[src/rtl/jump_ctrl.sv]
`default_nettype none
// ============================================================================
//  Module   : jump_ctrl
//  Purpose  : Branch/jump controller for a simple sequencer. Decodes branch
//             operations against a writable jump table, a Z/N flag register
//             and a circular return-address stack, and drives zero-latency
//             jump enables and a jump target to the program counter.
//  Ports    : clk, reset_n           - clock, asynchronous active-low reset
//             prog_ctr               - current program counter
//             br_valid/br_op/br_idx  - branch operation and jump-table index
//             flag_we/flag_z_in/flag_n_in - flag register write port
//             lut_we/lut_waddr/lut_wdata  - jump-table write port
//             reljump_en/absjump_en/target - jump request to the PC
//             ras_err/ras_depth      - sticky stack error, stack occupancy
//  Revision : 1.0 - initial release
// ============================================================================
module jump_ctrl #(
    parameter int D = 10,   // program-counter / target width
    parameter int T = 3,    // jump-table index width
    parameter int S = 4     // return-stack depth
) (
    input  logic                 clk,
    input  logic                 reset_n,
    input  logic [D-1:0]         prog_ctr,
    input  logic                 br_valid,
    input  logic [2:0]           br_op,
    input  logic [T-1:0]         br_idx,
    input  logic                 flag_we,
    input  logic                 flag_z_in,
    input  logic                 flag_n_in,
    input  logic                 lut_we,
    input  logic [T-1:0]         lut_waddr,
    input  logic [D-1:0]         lut_wdata,
    output logic                 reljump_en,
    output logic                 absjump_en,
    output logic [D-1:0]         target,
    output logic                 ras_err,
    output logic [$clog2(S):0]   ras_depth
);

    localparam int c_PTR_W   = (S > 1) ? $clog2(S) : 1;
    localparam int c_DEPTH_W = $clog2(S) + 1;
    localparam int c_LUT_N   = 2 ** T;

    localparam logic [2:0] c_OP_JABS = 3'd1;
    localparam logic [2:0] c_OP_JREL = 3'd2;
    localparam logic [2:0] c_OP_BEQZ = 3'd3;
    localparam logic [2:0] c_OP_BLTZ = 3'd4;
    localparam logic [2:0] c_OP_CALL = 3'd5;
    localparam logic [2:0] c_OP_RET  = 3'd6;

    localparam logic [c_DEPTH_W-1:0] c_DEPTH_MAX = c_DEPTH_W'(S);
    localparam logic [c_PTR_W-1:0]   c_PTR_LAST  = c_PTR_W'(S - 1);

    // ------------------------------------------------------------------
    // State
    // ------------------------------------------------------------------
    logic [D-1:0]          r_lut   [c_LUT_N];
    logic [D-1:0]          r_stack [S];
    logic [c_PTR_W-1:0]    r_sp;        // next free slot (circular)
    logic [c_DEPTH_W-1:0]  r_depth;
    logic                  r_err;
    logic                  r_z;
    logic                  r_n;

    // Circular pointer helpers; S need not be a power of two.
    function automatic logic [c_PTR_W-1:0] ptr_inc(input logic [c_PTR_W-1:0] p);
        return (p == c_PTR_LAST) ? '0 : p + c_PTR_W'(1);
    endfunction

    function automatic logic [c_PTR_W-1:0] ptr_dec(input logic [c_PTR_W-1:0] p);
        return (p == '0) ? c_PTR_LAST : p - c_PTR_W'(1);
    endfunction

    // ------------------------------------------------------------------
    // Decode
    // ------------------------------------------------------------------
    logic [D-1:0]  w_lut_rd;
    logic [D-1:0]  w_top;
    logic [D-1:0]  w_ret_addr;
    logic          w_rel;
    logic          w_abs;
    logic [D-1:0]  w_tgt;
    logic          w_push;
    logic          w_pop;
    logic          w_underflow;

    assign w_lut_rd   = r_lut[br_idx];
    assign w_top      = r_stack[ptr_dec(r_sp)];
    assign w_ret_addr = prog_ctr + D'(1);

    always_comb begin
        w_rel       = 1'b0;
        w_abs       = 1'b0;
        w_tgt       = '0;
        w_push      = 1'b0;
        w_pop       = 1'b0;
        w_underflow = 1'b0;
        if (br_valid) begin
            case (br_op)
                c_OP_JABS: begin
                    w_abs = 1'b1;
                    w_tgt = w_lut_rd;
                end
                c_OP_JREL: begin
                    w_rel = 1'b1;
                    w_tgt = w_lut_rd;
                end
                // Conditional branches see only the registered flags, so a
                // same-cycle flag write cannot influence the decision.
                c_OP_BEQZ: begin
                    if (r_z) begin
                        w_rel = 1'b1;
                        w_tgt = w_lut_rd;
                    end
                end
                c_OP_BLTZ: begin
                    if (r_n) begin
                        w_rel = 1'b1;
                        w_tgt = w_lut_rd;
                    end
                end
                c_OP_CALL: begin
                    w_abs  = 1'b1;
                    w_tgt  = w_lut_rd;
                    w_push = 1'b1;
                end
                c_OP_RET: begin
                    if (r_depth != '0) begin
                        w_abs = 1'b1;
                        w_tgt = w_top;
                        w_pop = 1'b1;
                    end else begin
                        w_underflow = 1'b1;
                    end
                end
                default: ;  // NOP and reserved
            endcase
        end
    end

    // Reset forces the jump request quiet even though table entries read 0.
    assign reljump_en = reset_n & w_rel;
    assign absjump_en = reset_n & w_abs;
    assign target     = reset_n ? w_tgt : '0;
    assign ras_err    = r_err;
    assign ras_depth  = r_depth;

    // ------------------------------------------------------------------
    // Jump table and flags
    // ------------------------------------------------------------------
    always_ff @(posedge clk or negedge reset_n) begin
        if (!reset_n) begin
            for (int i = 0; i < c_LUT_N; i++) begin
                r_lut[i] <= '0;
            end
            r_z <= 1'b0;
            r_n <= 1'b0;
        end else begin
            if (lut_we) begin
                r_lut[lut_waddr] <= lut_wdata;
            end
            if (flag_we) begin
                r_z <= flag_z_in;
                r_n <= flag_n_in;
            end
        end
    end

    // ------------------------------------------------------------------
    // Return stack. When full, the next free slot coincides with the
    // oldest entry, so a push simply overwrites it.
    // ------------------------------------------------------------------
    always_ff @(posedge clk or negedge reset_n) begin
        if (!reset_n) begin
            for (int i = 0; i < S; i++) begin
                r_stack[i] <= '0;
            end
            r_sp    <= '0;
            r_depth <= '0;
            r_err   <= 1'b0;
        end else begin
            if (w_push) begin
                r_stack[r_sp] <= w_ret_addr;
                r_sp          <= ptr_inc(r_sp);
                if (r_depth == c_DEPTH_MAX) begin
                    r_err <= 1'b1;
                end else begin
                    r_depth <= r_depth + c_DEPTH_W'(1);
                end
            end else if (w_pop) begin
                r_sp    <= ptr_dec(r_sp);
                r_depth <= r_depth - c_DEPTH_W'(1);
            end else if (w_underflow) begin
                r_err <= 1'b1;
            end
        end
    end

endmodule
`default_nettype wire

[config.mk]
export PLATFORM = sky130hd
export DESIGN_NAME = jump_ctrl
export DESIGN_NICKNAME = d
export VERILOG_FILES = /design/src/rtl/jump_ctrl.sv
export SDC_FILE = /design/constraint.sdc
export NUM_CORES = 1
export LEC_CHECK = 0
export BUFFER_PORTS_ARGS = -buffer_cell sky130_fd_sc_hd__buf_4
export CELL_PAD_IN_SITES_DETAIL_PLACEMENT = 1
export CELL_PAD_IN_SITES_GLOBAL_PLACEMENT = 1
export CORE_ASPECT_RATIO = 1.25
export CORE_UTILIZATION = 30
export CTS_CLUSTER_SIZE = 14
export DETAILED_ROUTE_END_ITERATION = 8
export PLACE_DENSITY = 0.61
export SYNTH_ARGS = -nofsm -noshare
export SYNTH_HDL_FRONTEND = slang
export SYNTH_SLANG_ARGS = --single-unit
[constraint.sdc]
create_clock -name clk -period 2.4 [get_ports clk]
set_clock_uncertainty 0.1 [all_clocks]
set_input_delay 0.24 -clock clk [delete_from_list [all_inputs] [get_ports clk]]
set_output_delay 0.24 -clock clk [all_outputs]
set_load 0.05 [all_outputs]
==> impl_metrics.json <==
{
  "status": "complete, but fails checks",
  "violations": "setup timing",
  "dr_total_vias": 4060,
  "critPathMaxFanout": 5,
  "ys_seq_area_share_pct": 52.2,
  "synth.top_cell.area_share_pct": 52.2,
  "setup_viol": 10,
  "diodes": 0,
  "required_ns": 2.06,
  "port_buffers": 51,
  "die_x_um": 130,
  "yosysWarnings": 0,
  "slew_headroom_pct": 48.9,
  "p_per_area_nw_per_um2": 1040,
  "seqCellArea_um2": 3200,
  "syn_avg_cell_area_um2": 13.4,
  "power_uw": 8120,
  "synth_flop_cell": "dfrtp_1",
  "ant_nets": 0,
  "firstDrtPassIters": 4,
  "grt_use_total_pct": 16.1,
  "cp-start-kind": "flop",
  "critical_path_class": "flop to output pin",
  "total_leakage_power_uw": 0.00335,
  "tritoncts": "built",
  "wl_um": 15300,
  "routabilityCongestion": 0.724,
  "syn-instance-count": 459,
  "drc": 0,
  "grt_pass1_vias": 4545,
  "cts.clk_slew.worst_paths_ns": 0.06,
  "synth-edff-count": 0,
  "tightestPinTransition_ns": 0.767,
  "fin_crit_ns": 2.61,
  "drt-initial-drc-count": 196,
  "cts.sinks": 128,
  "synth.most_common_cell": "dfrtp_1",
  "drv_slew": 0,
  "post_drt_wl_per_cell_um": 18.5,
  "viasPerCell": 4.89,
  "rsz0062_at_grt": "true",
  "end_kind": "output pin",
  "async_reset_ff_share_pct": 100,
  "die_y_um": 162,
  "fill_cells": 2132,
  "clk_latency_ns": 0.42,
  "max-cap-violations": 0,
  "ir_drop_mv": 0.588,
  "fin_nets": 590,
  "dp_worst_setup_slack_ns": 0.0731,
  "synth.top_cells.by_count": "128 x dfrtp_1, 87 x mux2_2, 62 x nand2_1",
  "syn_nets": 501,
  "root_buffer": "clkbuf_16",
  "grt_max_degree": 85,
  "fin_crit_sh_pct": 109,
  "initial_core_util_pct": 30.5,
  "io_pins": 52,
  "setup_slack_ns": -0.208,
  "syn_area_um2": 6140,
  "dieArea_um2": 21000,
  "synth.distinct_cells": 46,
  "synth_top_cells_by_area": "dfrtp_1 52%, mux2_2 16%, mux4_2 7.7%, mux4_1 3.9%, nand2_1 3.8%",
  "dp_hpwl_um": 10200,
  "arrival_ns": 2.27,
  "antenna_found_initial": 0,
  "timing.fmax_mhz": 383,
  "syn_to_final_growth_pct": 26.8,
  "synth_seq_cells": 128,
  "grt-ovfl-total": 0,
  "cts_max_level": 4,
  "finalHoldViolCount": 0,
  "core_um2": 20100,
  "multiInputGateArea_um2": 2790,
  "numCtsBuffers": 17,
  "synth.largest_area_cell": "dfrtp_1",
  "clk_path_buf_depth": 2,
  "drive_gt1_share_pct": 40.0,
  "grt_pass1_wl_um": 25100,
  "worstHoldPathType": "input port to flop",
  "row_count": 58
}
[power breakdown]
part | leakage, µW | internal, µW | switching, µW
Clock | 0.000278 | 1630 | 979
Sequential | 0.00158 | 2810 | 355
Combinational | 0.00150 | 1270 | 1080
[layer usage]
layer / GRT usage (%) / share of wire [%]
met1: 19.6 / 44
met2: 27.7 / 52
met3: 3.23 / 2.3
met4: 6.03 / 1.5
met5: 0 / 0
[layout by cell type, fill, tap and decap left out, types with 3 or more instances in the layout]
cell           Yosys  routed
and2_1             4       4
buf_4              0      63
nand2_1           62      62
mux2_2            87      87
ha_1               5       4
mux2_1             4       4
clkbuf_16          0      18
clkinv_4           0       3
mux4_2            21      21
nand4b_1           3       3
bufinv_16          0       3
nor2_1             9       8
o21ai_0           36      36
clkinvlp_4         0       4
mux4_1             9       9
buf_12             1       3
a21oi_1            3       3
inv_1              8       6
nand4_1            3       3
buf_6              2      11
o21ai_1            4       4
dlygate4sd3_1      0      14
nand3_1            5       5
xnor2_1            6       6
a22o_1            10      10
dfrtp_1          128     128
[area by class of cell]
| cell class | count | share of cell area, % |
|---|---|---|
| Clock buffer | 18 | 5.52 |
| Clock inverter | 13 | 2.12 |
| Inverter | 8 | 0.386 |
| Multi-Input combinational cell | 301 | 35.9 |
| Sequential cell | 128 | 41.2 |
| Tap cell | 270 | 4.34 |
| Timing Repair Buffer | 92 | 10.6 |
[critical path: stages (launching register included)]
cell,delay [ns]
dfrtp_1,0.36
inv_2,0.07
ha_4,0.17
nor2_4,0.14
clkbuf_16,0.18
mux4_2,0.48
a22o_1,0.28
buf_6,0.16
[per-stage QoR]
stage | std cells | utilization [%] | hold slack, ns | TNS (ns) | instance area (µm²)
6_report | 830 | 38.7 | 0.0148 | -1.80 | 7780
3_5_place_dp | 778 | 34.4 | 0.283 | 0 | 6920
4_1_cts | 829 | 38.7 | 0.00328 | -2.55 | 7770
2_1_floorplan | 459 | - | -0.156 | 0 | 6140
3_3_place_gp | 778 | 34.4 | 0.277 | 0 | 6920
5_1_grt | 830 | 38.7 | 0.0163 | -2.51 | 7780
[flip-flops by register name, summed over array words and instances, names as in the netlist]
register and count:
r_lut 80, r_stack 40, ras_depth 3, r_sp 2, r_n 1, r_z 1, ras_err 1
[cells by family (layout without fill, tap and decap cells)]
group	count (synthesis)	count (layout)	synth area share (%)
compound gates	64	64	6.36
mux	122	122	28.4
buf+inv	30	131	2.53
xor+xnor	8	8	1.14
flops	128	128	52.2
fa+ha+maj	6	6	1.35
simple gates	101	101	7.99
[final timing paths]
path | cells after the start | from | end | slack (ns)
min in group asynchronous | 3 | reset_n | r_n | 0.40
max in group asynchronous | 4 | reset_n | r_lut[67] | 0.63
hold reg to reg | 2 | r_stack[20] | r_stack[20] | 0.38
setup reg to reg | 6 | r_sp[0] | r_stack[39] | 0.59
hold / removal | 2 | lut_wdata[7] | r_lut[47] | 0.01
setup / recovery | 7 | r_sp[0] | target[2] | -0.21
[repair_timing]
item	4_1_cts	5_1_grt
endpoints found under the hold margin	72	0
pin swaps	5	2
gates resized for setup	16	2
buffers inserted	5	1
endpoints found under the setup margin	10	94
hold buffers	14	0
cloned	1	0
Note: power is estimated with default switching activity, not from simulation.
